--- src/rtl/dmem_axil_bridge.sv ---
// rtl/dmem_axil_bridge.sv - CPU data-memory port to AXI4-Lite master bridge
// One AXI-Lite transaction per CPU request, with a one-cycle ready pulse on completion.
module dmem_axil_bridge #(
    parameter int unsigned ADDR_W         = 32,
    parameter int unsigned TIMEOUT_CYCLES = 255,
    parameter logic [31:0] ERR_DATA       = 32'h0000_0000
) (
    input  logic              clk_i,
    input  logic              rst_i,
    input  logic [ADDR_W-1:0] cpu_addr_i,
    input  logic [31:0]       cpu_wdata_i,
    input  logic [3:0]        cpu_byte_sel_i,
    input  logic              cpu_rd_i,
    input  logic              cpu_wr_i,
    output logic [31:0]       cpu_rdata_o,
    output logic              cpu_ready_o,
    output logic [ADDR_W-1:0] m_awaddr_o,
    output logic              m_awvalid_o,
    input  logic              m_awready_i,
    output logic [31:0]       m_wdata_o,
    output logic [3:0]        m_wstrb_o,
    output logic              m_wvalid_o,
    input  logic              m_wready_i,
    input  logic [1:0]        m_bresp_i,
    input  logic              m_bvalid_i,
    output logic              m_bready_o,
    output logic [ADDR_W-1:0] m_araddr_o,
    output logic              m_arvalid_o,
    input  logic              m_arready_i,
    input  logic [31:0]       m_rdata_i,
    input  logic [1:0]        m_rresp_i,
    input  logic              m_rvalid_i,
    output logic              m_rready_o,
    output logic              err_o
);

    localparam int unsigned CNT_W = (TIMEOUT_CYCLES > 1) ? $clog2(TIMEOUT_CYCLES + 1) : 1;
    localparam bit TO_EN = (TIMEOUT_CYCLES != 0);
    localparam logic [CNT_W-1:0] TO_LAST = TO_EN ? CNT_W'(TIMEOUT_CYCLES - 1) : '0;

    typedef enum logic [2:0] {
        S_IDLE,
        S_RD_A,
        S_RD_D,
        S_WR,
        S_WR_B,
        S_DONE
    } state_e;

    state_e              state_q, state_d;
    logic [ADDR_W-1:2]   addr_q, addr_d;
    logic [31:0]         wdata_q, wdata_d;
    logic [3:0]          strb_q, strb_d;
    logic                awvalid_q, awvalid_d;
    logic                wvalid_q, wvalid_d;
    logic                arvalid_q, arvalid_d;
    logic [31:0]         rdata_q, rdata_d;
    logic                err_q, err_d;
    logic [CNT_W-1:0]    cnt_q, cnt_d;
    logic                cpu_ready;
    logic                busy;

    // Byte-lane selection happens on the CPU side; the bus only sees word addresses.
    logic unused_addr_lsb;
    assign unused_addr_lsb = ^cpu_addr_i[1:0];

    always_ff @(posedge clk_i or negedge rst_i) begin
        if (!rst_i) begin
            state_q   <= S_IDLE;
            addr_q    <= '0;
            wdata_q   <= '0;
            strb_q    <= '0;
            awvalid_q <= 1'b0;
            wvalid_q  <= 1'b0;
            arvalid_q <= 1'b0;
            rdata_q   <= '0;
            err_q     <= 1'b0;
            cnt_q     <= '0;
        end else begin
            state_q   <= state_d;
            addr_q    <= addr_d;
            wdata_q   <= wdata_d;
            strb_q    <= strb_d;
            awvalid_q <= awvalid_d;
            wvalid_q  <= wvalid_d;
            arvalid_q <= arvalid_d;
            rdata_q   <= rdata_d;
            err_q     <= err_d;
            cnt_q     <= cnt_d;
        end
    end

    always_comb begin
        state_d   = state_q;
        addr_d    = addr_q;
        wdata_d   = wdata_q;
        strb_d    = strb_q;
        awvalid_d = awvalid_q;
        wvalid_d  = wvalid_q;
        arvalid_d = arvalid_q;
        rdata_d   = rdata_q;
        err_d     = err_q;
        cnt_d     = cnt_q;
        cpu_ready = 1'b0;
        busy      = 1'b0;

        case (state_q)
            S_IDLE: begin
                cpu_ready = ~(cpu_rd_i | cpu_wr_i);
                if (cpu_wr_i) begin
                    addr_d    = cpu_addr_i[ADDR_W-1:2];
                    wdata_d   = cpu_wdata_i;
                    strb_d    = cpu_byte_sel_i;
                    awvalid_d = 1'b1;
                    wvalid_d  = 1'b1;
                    cnt_d     = '0;
                    state_d   = S_WR;
                end else if (cpu_rd_i) begin
                    addr_d    = cpu_addr_i[ADDR_W-1:2];
                    arvalid_d = 1'b1;
                    cnt_d     = '0;
                    state_d   = S_RD_A;
                end
            end
            S_RD_A: begin
                busy = 1'b1;
                if (m_arready_i) begin
                    arvalid_d = 1'b0;
                    state_d   = S_RD_D;
                end
            end
            S_RD_D: begin
                busy = 1'b1;
                if (m_rvalid_i) begin
                    rdata_d = m_rdata_i;
                    if (m_rresp_i != 2'b00) err_d = 1'b1;
                    state_d = S_DONE;
                end
            end
            S_WR: begin
                busy = 1'b1;
                if (m_awready_i) awvalid_d = 1'b0;
                if (m_wready_i)  wvalid_d  = 1'b0;
                // A channel whose valid is already low has completed its handshake earlier.
                if ((!awvalid_q || m_awready_i) && (!wvalid_q || m_wready_i)) state_d = S_WR_B;
            end
            S_WR_B: begin
                busy = 1'b1;
                if (m_bvalid_i) begin
                    if (m_bresp_i != 2'b00) err_d = 1'b1;
                    state_d = S_DONE;
                end
            end
            S_DONE: begin
                cpu_ready = 1'b1;
                state_d   = S_IDLE;
            end
            default: state_d = S_IDLE;
        endcase

        // The edge that would bring the counter to TIMEOUT_CYCLES aborts the transaction.
        if (busy) begin
            cnt_d = cnt_q + 1'b1;
            if (TO_EN && (cnt_q == TO_LAST)) begin
                awvalid_d = 1'b0;
                wvalid_d  = 1'b0;
                arvalid_d = 1'b0;
                err_d     = 1'b1;
                rdata_d   = ERR_DATA;
                state_d   = S_DONE;
            end
        end
    end

    assign cpu_ready_o = cpu_ready;
    assign cpu_rdata_o = rdata_q;
    assign err_o       = err_q;
    assign m_awaddr_o  = {addr_q, 2'b00};
    assign m_araddr_o  = {addr_q, 2'b00};
    assign m_awvalid_o = awvalid_q;
    assign m_wvalid_o  = wvalid_q;
    assign m_wdata_o   = wdata_q;
    assign m_wstrb_o   = strb_q;
    assign m_arvalid_o = arvalid_q;
    assign m_rready_o  = (state_q == S_RD_D);
    assign m_bready_o  = (state_q == S_WR_B);

endmodule

--- config.mk ---
export PLATFORM = sky130hd
export DESIGN_NAME = dmem_axil_bridge
export DESIGN_NICKNAME = d
export VERILOG_FILES = /design/src/rtl/dmem_axil_bridge.sv
export SDC_FILE = /design/constraint.sdc
export NUM_CORES = 1
export LEC_CHECK = 0
export CELL_PAD_IN_SITES_DETAIL_PLACEMENT = 1
export CELL_PAD_IN_SITES_GLOBAL_PLACEMENT = 1
export CORE_UTILIZATION = 47
export CTS_BUF_LIST = sky130_fd_sc_hd__clkbuf_16
export DETAILED_ROUTE_END_ITERATION = 7
export DONT_BUFFER_PORTS = 1
export GPL_ROUTABILITY_DRIVEN = 0
export PLACE_DENSITY = 0.86
export SLEW_MARGIN = 20
export SYNTH_ARGS = -nofsm -noshare
export SYNTH_HDL_FRONTEND = slang
export SYNTH_SLANG_ARGS = --single-unit
--- constraint.sdc ---
create_clock -name clk_i -period 2.4 [get_ports clk_i]
set_input_delay 0.48 -clock clk_i [delete_from_list [all_inputs] [get_ports clk_i]]
set_output_delay 0.48 -clock clk_i [all_outputs]
set_load 0.005 [all_outputs]
==> metrics <==
FF-to-FF setup slack=0.50 ns; filler cell count in the final layout=1059; Slew Limit Fails=0; Worst setup SP type=flop; power share of the combinational group=0.248; DIE AREA=0.01107 mm2; biggest area contributors in the synthesized netlist=dfrtp_1 (56%), mux2_2 (11%), buf_4 (5.8%); final setup violating endpoints=0; Placed Cells=507; WP data required=1.92 ns; Initial Util=0.4849; Site Rows=37; Total GRT Usage=0.2276; core area=0.01032 mm2; Setup TNS=0 ns; DRT antenna net count=0; share of layout cells above drive strength 1=0.2338; failing checks=hold timing; post-route non-filler standard cell count=539; via count=3033; first-pass GRT wire length=18680 um; largest net degree at the start of global routing=114; CTS clock-pin slew for the worst setup and hold paths=0.05 ns; peak supply drop=0.6411 mV; DP Area=0.004831 mm2; Hold WC Path Type=input port to asynchronous set/reset pin; CTS resizes=0; CP Max Fanout=12; Worst-Skew Late Latency=0.41 ns; WL final=11920 um; Seq pwr share=0.464; Pwr Total=8.072 mW; worst r2r src=state_q[0]$_DFF_PN0_; hold slack=-0.2326 ns; vias in the first global route=3386; Switching Share=0.3431; total congestion overflow=0; worst reg2reg path endpoint=m_wdata_o[27]$_DFFE_PN0P_; Least-Margin Pin Slew=0.5939 ns; RSZ-0062 raised after global routing=false; Worst EP arrival=1.56 ns; minimum clock period after layout=2.036 ns; R2R cell count=4; Yosys reg bits=113; register area share after synthesis=0.5649; share of the synthesized area in the top cell type=0.5649; synth warn=0; die span in y=105.2 um; dpl hpwl=8508 um; Ports=252; most frequent cells in the layout=dfrtp_1 (113), nand2_1 (70), mux2_2 (47); Clk pwr share=0.288; initial antenna violation count=1; Final Hold Vio Count=113; Cell Int Power=5.302 mW; CTS tree=yes; Nets=505; Post-Syn Area per Cell=12.09 um2; f_max=491.1 MHz; area leader, netlist=dfrtp_1; max-cap check violation count=0; most common cell after layout, fill and taps aside=dfrtp_1; Syn Inst Count=414; CTS max path bufs=2; P_leak=2.313 nW; root buffer cell=clkbuf_16; crit end category=output port; outcome=complete, but fails checks; I/O Buffers=0; clock skew=0.009291 ns; fin crit share=0.8484; Initial DRC Count=175; cts bufs inserted=17; Net Sw Power=2.770 mW; P per Cell Area=1499 mW/mm2; Mapped Area=0.005006 mm2; final instance area=0.005384 mm2; Wirelength per Cell=22.12 um; area grow syn2layout=7.548%; vias per cell=5.627; DR DRC count=0; H-tree depth=4; Num Clock Sinks=113; drt pass-1 iters=6; Slew headroom=0.6041; die width=105.2 um; Synth cell types=42; critical path type=flop to output port
==> cell families after synthesis <==
group | synth area share
flops | 0.5649
other cells | 0.0007491
buf+inv | 0.09573
simple gates | 0.09623
xor+xnor | 0.008747
fa+ha+maj | 0.004998
mux | 0.1485
compound gates | 0.08023
==> flip-flops by register name, indices dropped and copies added (netlist names) <==
register	flops
cpu_rdata_o	32
m_wdata_o	32
addr_q	30
cnt_q	8
m_wstrb_o	4
state_q	3
err_o	1
m_arvalid_o	1
m_awvalid_o	1
m_wvalid_o	1
==> cell type report <==
type                            count  area, um2  share of cell area
Tap cell                          136      170.2             0.03161
Sequential cell                   113       2828              0.5252
Inverter                            9      33.78            0.006275
Multi-Input combinational cell    240       1719              0.3193
Antenna cell                        1      2.502           0.0004648
Clock buffer                       17      425.4             0.07901
Clock inverter                     14      125.1             0.02324
Timing Repair Buffer                9      80.08             0.01487
==> worst max path at each step <==
stage,from,endpoint,slack [ns],cells past startpoint
6_report,state_q[0]$_DFF_PN0_,cpu_ready_o,0.36,4
5_1_grt,state_q[0]$_DFF_PN0_,cpu_ready_o,0.29,4
4_1_cts,state_q[0]$_DFF_PN0_,cpu_ready_o,0.34,4
3_5_place_dp,state_q[0]$_DFF_PN0_,m_wdata_o[15]$_DFFE_PN0P_,0.49,4
3_3_place_gp,state_q[0]$_DFF_PN0_,m_wdata_o[4]$_DFFE_PN0P_,0.56,4
2_1_floorplan,state_q[0]$_DFF_PN0_,m_wdata_o[16]$_DFFE_PN0P_,0.71,5
==> synth_stat cells, drive strengths merged <==
| cell | count |
|---|---|
| dfrtp | 113 |
| nand2 | 70 |
| mux2 | 66 |
| buf | 53 |
| a21oi | 38 |
| nor2 | 17 |
| inv | 9 |
| a211oi | 5 |
| nand3 | 5 |
| o21ai | 5 |
| xnor2 | 5 |
| a2111oi | 3 |
| a311oi | 2 |
| clkbuf | 2 |
| ha | 2 |
| nor3 | 2 |
| nor3b | 2 |
| nor4 | 2 |
| o21a | 2 |
| a221oi | 1 |
| a31oi | 1 |
| a41o | 1 |
| and2 | 1 |
| and3b | 1 |
| conb | 1 |
| nand4 | 1 |
| nor2b | 1 |
| o211ai | 1 |
| o22ai | 1 |
| or3 | 1 |
==> per-layer routing <==
layer / vias to the layer above / GRT usage / wire [um]
met2: 165 / 0.4131 / 6685
met5: - / 0 / 0
met1: 1523 / 0.2294 / 4124
met3: 19 / 0.08796 / 914
li1: 1326 / - / -
met4: 0 / 0.09960 / 198
==> critical path: stages (launching register included) <==
cell	delay [ns]
dfrtp_1	0.38
buf_4	0.19
nor4_1	0.31
a21oi_1	0.07
nor2_1	0.20
==> power by group through the flow <==
| stage | registers [mW] | clock network (mW) | logic [mW] |
|---|---|---|---|
| after detailed placement | 3.79 | 0 | 2.01 |
| after floorplan | 3.42 | 0 | 2.10 |
| after global placement | 3.73 | 0 | 1.82 |
| after global routing | 3.85 | 2.47 | 2.23 |
| final | 3.75 | 2.32 | 2.00 |
| after CTS | 3.77 | 2.38 | 2.03 |
==> repair_timing <==
item,4_1_cts,5_1_grt
endpoints found under the hold margin,113,113
buffers inserted,0,0
setup endpoints to repair,0,0
==> metrics by stage <==
step           hold slack [ns]  utilization  setup slack, ns
2_1_floorplan           0.1844            -           0.7116
3_3_place_gp            0.1865       0.4679           0.5641
3_5_place_dp            0.1859       0.4679           0.4889
4_1_cts                -0.2543       0.5213           0.3442
5_1_grt                -0.2587       0.5215           0.2940
6_report               -0.2326       0.5215           0.3638
Note: power is estimated with default switching activity, not from simulation.
